$ cat src/rtl/lsu_ctrl.sv
// Load/store sequencing controller: accepts one request at a time, checks func3 and
// alignment, runs a handshaked word access with timeout, and returns extended load data.
module lsu_ctrl #(
    parameter int TIMEOUT = 16
) (
    input  logic        clk,
    input  logic        rst,
    input  logic        req_valid,
    output logic        req_ready,
    input  logic        req_we,
    input  logic [2:0]  req_func3,
    input  logic [31:0] req_addr,
    input  logic [31:0] req_wdata,
    output logic        rsp_valid,
    output logic [31:0] rsp_data,
    output logic        rsp_err,
    output logic        mem_req,
    output logic        mem_we,
    output logic [31:0] mem_addr,
    output logic [3:0]  mem_be,
    output logic [31:0] mem_wdata,
    input  logic        mem_ack,
    input  logic [31:0] mem_rdata
);

    typedef enum logic [1:0] {
        S_IDLE   = 2'd0,
        S_ACCESS = 2'd1,
        S_RESP   = 2'd2
    } state_t;

    localparam logic [2:0] F3_B  = 3'b000;
    localparam logic [2:0] F3_H  = 3'b001;
    localparam logic [2:0] F3_W  = 3'b010;
    localparam logic [2:0] F3_BU = 3'b100;
    localparam logic [2:0] F3_HU = 3'b101;

    localparam logic [7:0] CNT_LAST = 8'(TIMEOUT - 1);

    state_t      r_state;
    state_t      w_state_nxt;

    logic        r_we;
    logic [2:0]  r_func3;
    logic [31:0] r_addr;
    logic [31:0] r_wdata;
    logic [31:0] r_rsp_data;
    logic        r_err;
    logic [7:0]  r_cnt;

    logic        w_illegal;
    logic        w_accept;
    logic        w_ack_take;
    logic        w_timeout;
    logic        w_in_access;
    logic        w_in_resp;
    logic [3:0]  w_be;
    logic [31:0] w_store_data;
    logic [31:0] w_lane;
    logic [31:0] w_load_ext;

    // Legality is judged on the live request so an illegal one never reaches memory.
    always_comb begin
        w_illegal = 1'b0;
        if (req_we) begin
            unique case (req_func3)
                F3_B:    w_illegal = 1'b0;
                F3_H:    w_illegal = req_addr[0];
                F3_W:    w_illegal = |req_addr[1:0];
                default: w_illegal = 1'b1;
            endcase
        end else begin
            unique case (req_func3)
                F3_B, F3_BU: w_illegal = 1'b0;
                F3_H, F3_HU: w_illegal = req_addr[0];
                F3_W:        w_illegal = |req_addr[1:0];
                default:     w_illegal = 1'b1;
            endcase
        end
    end

    always_ff @(posedge clk or posedge rst) begin
        if (rst) begin
            r_state <= S_IDLE;
        end else begin
            r_state <= w_state_nxt;
        end
    end

    // NOTE: every signal assigned here gets a default first so no latch is inferred.
    always_comb begin
        w_state_nxt = r_state;
        w_accept    = 1'b0;
        w_ack_take  = 1'b0;
        w_timeout   = 1'b0;
        unique case (r_state)
            S_IDLE: begin
                if (req_valid) begin
                    w_accept    = 1'b1;
                    w_state_nxt = w_illegal ? S_RESP : S_ACCESS;
                end
            end
            S_ACCESS: begin
                if (mem_ack) begin
                    w_ack_take  = 1'b1;
                    w_state_nxt = S_RESP;
                end else if (r_cnt == CNT_LAST) begin
                    w_timeout   = 1'b1;
                    w_state_nxt = S_RESP;
                end
            end
            S_RESP: begin
                w_state_nxt = S_IDLE;
            end
            default: begin
                w_state_nxt = S_IDLE;
            end
        endcase
    end

    // NOTE: captured registers are reset too, so the decoded outputs start at a known 0.
    always_ff @(posedge clk or posedge rst) begin
        if (rst) begin
            r_we       <= 1'b0;
            r_func3    <= 3'b000;
            r_addr     <= 32'h0;
            r_wdata    <= 32'h0;
            r_rsp_data <= 32'h0;
            r_err      <= 1'b0;
            r_cnt      <= 8'h0;
        end else if (w_accept) begin
            r_we       <= req_we;
            r_func3    <= req_func3;
            r_addr     <= req_addr;
            r_wdata    <= req_wdata;
            r_rsp_data <= 32'h0;
            r_err      <= w_illegal;
            r_cnt      <= 8'h0;
        end else if (w_ack_take) begin
            r_rsp_data <= r_we ? 32'h0 : w_load_ext;
            r_err      <= 1'b0;
        end else if (w_timeout) begin
            r_rsp_data <= 32'h0;
            r_err      <= 1'b1;
        end else if (r_state == S_ACCESS) begin
            r_cnt      <= r_cnt + 8'd1;
        end
    end

    always_comb begin
        w_be = 4'b1111;
        unique case (r_func3[1:0])
            2'b00:   w_be = 4'b0001 << r_addr[1:0];
            2'b01:   w_be = 4'b0011 << r_addr[1:0];
            default: w_be = 4'b1111;
        endcase
    end

    always_comb begin
        w_store_data = 32'h0;
        if (r_we) begin
            unique case (r_func3[1:0])
                2'b00:   w_store_data = {4{r_wdata[7:0]}};
                2'b01:   w_store_data = {2{r_wdata[15:0]}};
                default: w_store_data = r_wdata;
            endcase
        end
    end

    assign w_lane = mem_rdata >> {r_addr[1:0], 3'b000};

    always_comb begin
        w_load_ext = w_lane;
        unique case (r_func3)
            F3_B:    w_load_ext = {{24{w_lane[7]}}, w_lane[7:0]};
            F3_H:    w_load_ext = {{16{w_lane[15]}}, w_lane[15:0]};
            F3_BU:   w_load_ext = {24'h0, w_lane[7:0]};
            F3_HU:   w_load_ext = {16'h0, w_lane[15:0]};
            default: w_load_ext = w_lane;
        endcase
    end

    // Memory-side outputs are gated by state so they read 0 outside ACCESS (and on reset).
    assign w_in_access = (r_state == S_ACCESS);
    assign w_in_resp   = (r_state == S_RESP);

    assign req_ready = (r_state == S_IDLE);
    assign mem_req   = w_in_access;
    assign mem_we    = w_in_access & r_we;
    assign mem_addr  = w_in_access ? {r_addr[31:2], 2'b00} : 32'h0;
    assign mem_be    = w_in_access ? w_be : 4'b0000;
    assign mem_wdata = w_in_access ? w_store_data : 32'h0;
    assign rsp_valid = w_in_resp;
    assign rsp_err   = w_in_resp & r_err;
    assign rsp_data  = w_in_resp ? r_rsp_data : 32'h0;

endmodule

$ cat config.mk
export PLATFORM = sky130hd
export DESIGN_NAME = lsu_ctrl
export DESIGN_NICKNAME = d
export VERILOG_FILES = /design/src/rtl/lsu_ctrl.sv
export SDC_FILE = /design/constraint.sdc
export NUM_CORES = 1
export LEC_CHECK = 0
export ABC_AREA = 1
export CORE_UTILIZATION = 46
export CTS_CLUSTER_DIAMETER = 60
export DETAILED_ROUTE_END_ITERATION = 12
export PLACE_DENSITY = 0.9
export SLEW_MARGIN = 20
export SYNTH_ARGS = -nofsm -noshare
export SYNTH_HDL_FRONTEND = slang
export SYNTH_SLANG_ARGS = --single-unit
export TNS_END_PERCENT = 20
$ cat constraint.sdc
create_clock -name clk -period 4.71 [get_ports clk]
set_input_delay 0.942 -clock clk [delete_from_list [all_inputs] [get_ports clk]]
set_output_delay 0.942 -clock clk [all_outputs]
set_load 0.01 [all_outputs]
# Word-level counts from Yosys, hierarchy flattened

Index checks and enable logic that the tools add are counted.

Output and inout bits: 105
Flip-flop bits (word level): 111

Add/sub/neg operators: 1
Reductions and logical operators: 11
Equality and inequality tests: 15
Shift operators: 3
Multiplexer cells: 34
Bitwise operators: 2

Operators by type and width:

| cell                                                                     | count |
|---|---|
| 32-bit two-way mux                                                       | 8 |
| 32-bit case mux with 4 select lines                                      | 1 |
| 32-bit case mux with 2 select lines                                      | 1 |
| 8-bit two-way mux                                                        | 4 |
| 32-bit by 5-bit >> shifter with 32-bit output                            | 1 |
| 3-bit equality test (second input constant)                              | 4 |
| 1-bit two-way mux                                                        | 11 |
| 8-bit by 1-bit adder with 8-bit output (second input constant)           | 1 |
| 8-bit by 4-bit equality test with 1-bit output (second input constant)   | 1 |
| 2-bit two-way mux                                                        | 4 |
| 4-bit case mux with 2 select lines                                       | 1 |
| 3-bit by 1-bit equality test with 1-bit output (second input constant)   | 2 |
| 3-bit logical NOT                                                        | 2 |
| 2-bit inequality test (second input constant)                            | 3 |
| 1-bit case mux with 3 select lines                                       | 2 |
| 2-bit OR reduction                                                       | 3 |
| 2-bit by 1-bit equality test with 1-bit output (second input constant)   | 2 |
| 2-bit logical NOT                                                        | 2 |
| 4-bit two-way mux                                                        | 1 |
| 2-bit case mux with 2 select lines                                       | 1 |
| 1-bit by 2-bit left shift with 4-bit output (first input constant)       | 1 |
| 2-bit by 2-bit left shift with 4-bit output (first input constant)       | 1 |
| 3-bit by 2-bit equality test with 1-bit output (second input constant)   | 1 |
| 3-bit by 2-bit inequality test with 1-bit output (second input constant) | 1 |
| 6 further kinds                                                          | 7 |

# Depth between registers and ports, before layout

Gate-level depths: netlist (run 1).

Depth in word-level cells: 7
Mapped depth: 10

# Least setup slack after synthesis (run 1)

No wires, ideal clock.

Kind: register to output
Start: reg r_state[1]
End: out mem_wdata[15]
Data required time: 3.768 ns
Cell stages (with the launch flop): 7
Path slack: 2.351 ns
Data arrival time: 1.417 ns
Buffers on the path: 1
Cell sequence: dfrtp_1 -> inv_2 -> nand2_2 -> nor2_1 -> inv_2 -> clkbuf_1 -> nor3_1

Cells in the longest elaborated chain, start to end: 2

RTL lines:

| element                                        | RTL line | text |
|---|---|---|
| start, declared                                | 40       | `state_t r_state;` |
| start signal, assigned                         | 86       | `r_state <= w_state_nxt;` |
| 2-bit by 1-bit equality test with 1-bit output | 184      | `assign w_in_access = (r_state == S_ACCESS);` |
| 32-bit two-way mux                             | 192      | `assign mem_wdata = w_in_access ? w_store_data : 32'h0;` |
| end, declared                                  | 21       | `output logic [31:0] mem_wdata,` |

No other way between the ends.

# Worst setup path in the final report (run 1)

Start: reg r_func3[1]
End: out mem_wdata[8]

Cells in the longest elaborated chain, start to end: 4
Elaborated cells between the ends (all ways): 5
Those cells by class: eq/ne: 1; mux: 3; reduce/logical: 1

RTL lines:

| element                                                                                    | RTL line | text |
|---|---|---|
| start, declared                                                                            | 44       | `logic [2:0] r_func3;` |
| start signal, assigned                                                                     | 133      | `r_func3 <= req_func3;` |
| 2-bit by 1-bit equality test with 1-bit output / 2-bit logical NOT (equally long branches) | 162      | `unique case (r_func3[1:0])` |
| 32-bit case mux with 2 select lines (*)                                                    | 162      |  |
| 32-bit two-way mux (*)                                                                     | 161      | `if (r_we) begin` |
| 32-bit two-way mux (*)                                                                     | 192      |  |

Mark *: on every way between the ends. The rest lies on a longest branch, timed or not.

==> impl_metrics.tcl, run 1 <==
set metrics [dict create \
    cts_resized 0 \
    leakage_uw 0.00401 \
    clk_pin_slew_worst_paths_ns 0.08 \
    cts_tree "built" \
    avgSynthCellArea_um2 6.85 \
    nFillCells 1016 \
    min_to "r_wdata[17]" \
    area_growth_pct 38.9 \
    ys_ff_latch 111 \
    first_global_vias 5749 \
    viasPerCell 5.08 \
    die-area_um2 13700 \
    grt_usage_pct 26.7 \
    vias 6318 \
    ios 209 \
    mostFrequentLayoutCell "nand2_1" \
    rows 41 \
    status "finished, final reports clean" \
    clkSinkCount 111 \
    hold-worst-slack_ns 0.484 \
    cts_buffer_depth 2 \
    required_ns 3.77 \
    hp-class "flip-flop to flip-flop" \
    routed_wl_mm 18.0 \
    initial_core_util_pct 47.8 \
    yosys.area.top_type_share_pct 45.5 \
    reg2reg_to "r_rsp_data[31]" \
    rsz0062_at_grt "no" \
    syn_area_um2 6110 \
    syn_inst 892 \
    coreArea_um2 12800 \
    r2r_cells 7 \
    yosys.area.top_type "dfrtp_1" \
    fin_nets 1172 \
    ys_seq_area_share_pct 45.5 \
    max_stage_delay_ns 0.57 \
    netlist_top_cells_area "dfrtp_1 45%, nand2_1 18%, nor2_1 7.6%" \
    antenna_found_initial 0 \
    die_w_um 117 \
    r2r_slack_ns 2.10 \
    antenna_cells 0 \
    drive_gt1_share_pct 4.57 \
    synthDistinctLibCells 28 \
    maxSlewViolCount 0 \
    cp_max_fo 26 \
    worst_slew_pin_slew_ns 1.03 \
    min-delay-start "r_wdata[17]" \
    post-dp-hpwl_mm 13.1 \
    ys_warn_count 0 \
    overflow 0 \
    fin_skew_ns 0.00643 \
    chipHeight_um 117 \
    crit_type "flip-flop to output pin" \
    port_buffers 206 \
    setup_tns_ns 0 \
    post-route-period-util_pct 75.7 \
    antenna_left 0 \
    worstSkewPairLatency_ns 0.35 \
    ir_drop_mv 0.247 \
    crit_path_cell_trace "buf_4, nor2_2, inv_2, nor2_1, a21oi_1, o21ai_0, nor2_1, clkdlybuf4s50_1" \
    wire_per_inst_um 14.5 \
    gp_congestion 0.940 \
    cpMostUsedCell "nor2_1" \
    period_needed_ns 3.57 \
    crit_path_top_delay_cell "clkdlybuf4s50_1" \
    cts_setup_buffers 0 \
    cts-root-buf "clkbuf_16" \
    start_kind "flip-flop" \
    drt_iter0_markers 588 \
    cts.hold.buffers_added 0 \
    grt_first_pass_wirelength_mm 28.0 \
    h-tree-depth 3 \
    cap_violations 0 \
    multi_input_area_um2 2660 \
    hold_path_depth 2 \
    grt_max_degree 64 \
    ff_latch_area_um2 2780 \
    finalHoldViolations 0 \
    dr.pass1.iters 6 \
    setup_violations 0 \
    worstPathArrival_ns 2.63 \
    relSlewSlack_pct 31.5 \
    fmaxAchievable_mhz 280 \
    p_per_area_nw_per_um2 462 \
    r2r_start "r_addr[0]" \
    drc 0 \
    cts_buffers 9 \
    cp-end-kind "output pin" \
    mostFrequentLayoutCells "297 x nand2_1, 206 x clkdlybuf4s50_1, 124 x nor2_1" \
]
## power breakdown
group          switching (µW)  total, µW  internal (µW)
Combinational            1060       1670            607
Sequential                226       1500           1280
Clock                     367        753            386
## synthesized netlist by cell type, drive strengths merged
library cell,instances
o21bai,2
o21ai,86
dfrtp,111
inv,103
a21oi,27
nand2,300
conb,1
clkbuf,23
nor3,3
nor2,128
o22ai,2
buf,27
o211ai,7
clkinv,9
ha,1
xor2,3
nand3,57
nand4,2
## sequential cells by signal, summed over array words and instances (netlist names)
signal	count
r_addr	32
r_rsp_data	32
r_wdata	32
r_cnt	8
r_func3	3
r_state	2
r_err	1
r_we	1
## routing by layer
metal  GRT usage, %  share of wire, %  vias to the layer above
li1               -                 -                     3083
met1           34.3                41                     2877
met2           44.1                47                      323
met3           4.84               9.7                       35
met4           11.5               2.3                        0
met5              0                 0                        -
## final cells by class
type	count	share of cell area, %
inverters	112	4.99
clock inverters	5	0.546
multi-input cells	620	31.4
flip-flops and latches	111	32.7
well taps	172	2.54
clock buffers	11	2.86
repair buffers	213	24.9
## through the flow
| stage | cells | total power [µW] | utilization, % | instance area, µm² | setup slack [ns] |
|---|---|---|---|---|---|
| floorplan | 893 | 2610 | - | 6110 | 0.837 |
| global placement | 1228 | 3110 | 64.1 | 8190 | 1.62 |
| detailed placement | 1228 | 3160 | 64.1 | 8190 | 1.58 |
| CTS | 1244 | 3920 | 66.4 | 8480 | 1.18 |
| global route | 1244 | 4210 | 66.4 | 8480 | 0.984 |
| finish | 1244 | 3920 | 66.4 | 8480 | 1.14 |
## worst max-delay path: cells and delay by family, from the launching register on
family                 cells  cell delay, ns
AO/OA/AOI/OAI              2            0.27
buffers and inverters      3            1.12
flip-flops                 1            0.53
AND/OR/NAND/NOR            3            0.34
## kinds of logic (layout without fill, tap and decap cells)
logic type	count (synthesis)	after routing	share of synthesized area [%]
flops	111	111	45.5
buf+inv	162	341	11.0
compound gates	124	124	10.6
simple gates	490	490	32.2
other cells	1	2	0.0614
fa+ha+maj	1	1	0.205
xor+xnor	3	3	0.430
## how the worst max path moves through the flow
stage | startpoint | endpoint | slack, ns | depth (start not counted)
2_1_floorplan | rst | r_addr[0] | 0.84 | 1
3_3_place_gp | r_func3[1] | mem_be[1] | 1.62 | 3
3_5_place_dp | r_func3[1] | mem_wdata[8] | 1.58 | 8
4_1_cts | r_func3[1] | mem_wdata[8] | 1.18 | 8
5_1_grt | r_func3[1] | mem_wdata[8] | 0.98 | 8
6_report | r_func3[1] | mem_wdata[8] | 1.14 | 8
Power figures use the tool's default switching activity.
==> run 2, diff against run 1 <==
CORE_UTILIZATION = 42   (was 46)
PLACE_DENSITY = 0.87   (was 0.9)
clock period = 2.9 ns   (was 4.71 ns; I/O delays follow)
==> run 2 against run 1 <==
Compared with the run above: non-clock buffer count grew 10; first-iteration DRC count shrank 4.6%; core utilization shrank 5.0 points; sequential power grew 58%.
==> impl_metrics.tcl, run 2 (same netlist as run 1, synthesis figures left out) <==
set metrics [dict create \
    period_needed_ns 2.86 \
    power_uw 6480 \
    die-area_um2 15000 \
    min_to "r_wdata[19]" \
    setup_tns_ns 0 \
    cp_max_fo 30 \
    worstPathArrival_ns 2.28 \
    post-dp-hpwl_mm 13.2 \
    mostFrequentLayoutCell "nand2_1" \
    cts_tree "built" \
    relSlewSlack_pct 58.6 \
    required_ns 2.32 \
    routed_wl_mm 18.6 \
    crit_type "flip-flop to output pin" \
    hold_path_depth 2 \
    cts-root-buf "clkbuf_16" \
    gp_congestion 0.893 \
    drt_iter0_markers 561 \
    hp-class "flip-flop to flip-flop" \
    reg_top3 "r_addr (32), r_rsp_data (32), r_wdata (32)" \
    wire_per_inst_um 14.7 \
    h-tree-depth 3 \
    fmaxAchievable_mhz 349 \
    cts_buffer_depth 2 \
    fin_nets 1183 \
    r2r_cells 9 \
    worstSkewPairLatency_ns 0.36 \
    grt_first_pass_wirelength_mm 28.7 \
    ff_latch_area_um2 2780 \
    dr.pass1.iters 6 \
    overflow 0 \
    viasPerCell 5.05 \
    ios 209 \
    port_buffers 206 \
    initial_core_util_pct 43.5 \
    rows 43 \
    rsz0062_at_grt "yes" \
    fin_util_pct 61.4 \
    worst_slew_pin_slew_ns 0.620 \
    maxSlewViolCount 0 \
    start_kind "flip-flop" \
    area_growth_pct 41.3 \
    grt_max_degree 112 \
    finalHoldViolations 0 \
    final_area_um2 8630 \
    antenna_found_initial 2 \
    reg2reg_to "r_rsp_data[14]" \
    cp-end-kind "output pin" \
    mostFrequentLayoutCells "297 x nand2_1, 206 x clkdlybuf4s50_1, 123 x nor2_1" \
    cap_violations 0 \
    vias 6380 \
    chipHeight_um 123 \
    min-delay-start "r_wdata[19]" \
    drive_gt1_share_pct 5.82 \
    r2r_slack_ns 0.86 \
    setup_violations 0 \
    post-route-period-util_pct 98.7 \
    first_global_vias 5771 \
    drc 0 \
    antenna_left 0 \
    clkSinkCount 111 \
    p_per_area_nw_per_um2 751 \
    die_w_um 123 \
    fin_skew_ns 0.00707 \
    cts_buffers 9 \
    nFillCells 1210 \
    multi_input_area_um2 2670 \
    clk_pin_slew_worst_paths_ns 0.07 \
    dpl_cell_area_um2 8290 \
    leakage_uw 0.00406 \
    ir_drop_mv 0.377 \
    status "finished, final reports clean" \
    r2r_start "r_state[1]" \
    grt_usage_pct 25.0 \
    coreArea_um2 14000 \
]
run 2: metal layers:
metal	wire (µm)	global-route usage [%]	up-vias
li1	-	-	3110
met1	7630	31.8	2917
met2	8630	40.4	324
met3	1930	6.97	29
met4	428	9.68	0
met5	0	0	-
run 2: repair_timing:
action / 4_1_cts / 5_1_grt
hold buffers: 0 / 0
cloned: 0 / 1
setup buffers: 0 / 3
resized for setup: 1 / 5
setup endpoints to repair: 2 / 47
run 2: worst max-delay path, cell delays in order (launching register included):
cell and delay, ns:
dfrtp_1 0.42, inv_2 0.08, nand2_2 0.06, nor2_1 0.20
inv_2 0.26, nor3_1 0.31, clkdlybuf4s50_1 0.59
run 2: worst max-delay path by stage:
stage / from / end / slack, ns / cells after the start
CTS: r_state[1] / rsp_data[2] / 0.04 / 5
finish: r_state[1] / mem_wdata[15] / 0.04 / 6
global placement: r_func3[1] / mem_wdata[14] / 0.38 / 6
global route: r_state[1] / mem_wdata[15] / -0.04 / 6
floorplan: r_state[1] / mem_wdata[15] / 0.90 / 6
detailed placement: r_func3[1] / mem_wdata[14] / 0.33 / 6
run 2: power by group:
group	internal [µW]	switching, µW
Clock	619	591
Sequential	2080	297
Combinational	1070	1830
run 2: stage by stage:
step	std cells	hold WS, ns	setup slack (ns)
finish	1264	0.487	0.0376
global route	1264	0.502	-0.0359
CTS	1259	0.491	0.0391
detailed placement	1243	0.470	0.333
global placement	1243	0.465	0.380
floorplan	893	0.444	0.903
run 2: layout make-up:
class,instances,share of cell area [%]
Clock inverter,6,0.566
Clock buffer,10,2.77
Inverter,112,4.99
Multi-Input combinational cell,620,30.9
Antenna cell,1,0.0290
Sequential cell,111,32.2
Timing Repair inverter,1,0.0870
Tap cell,180,2.61
Timing Repair Buffer,223,25.9
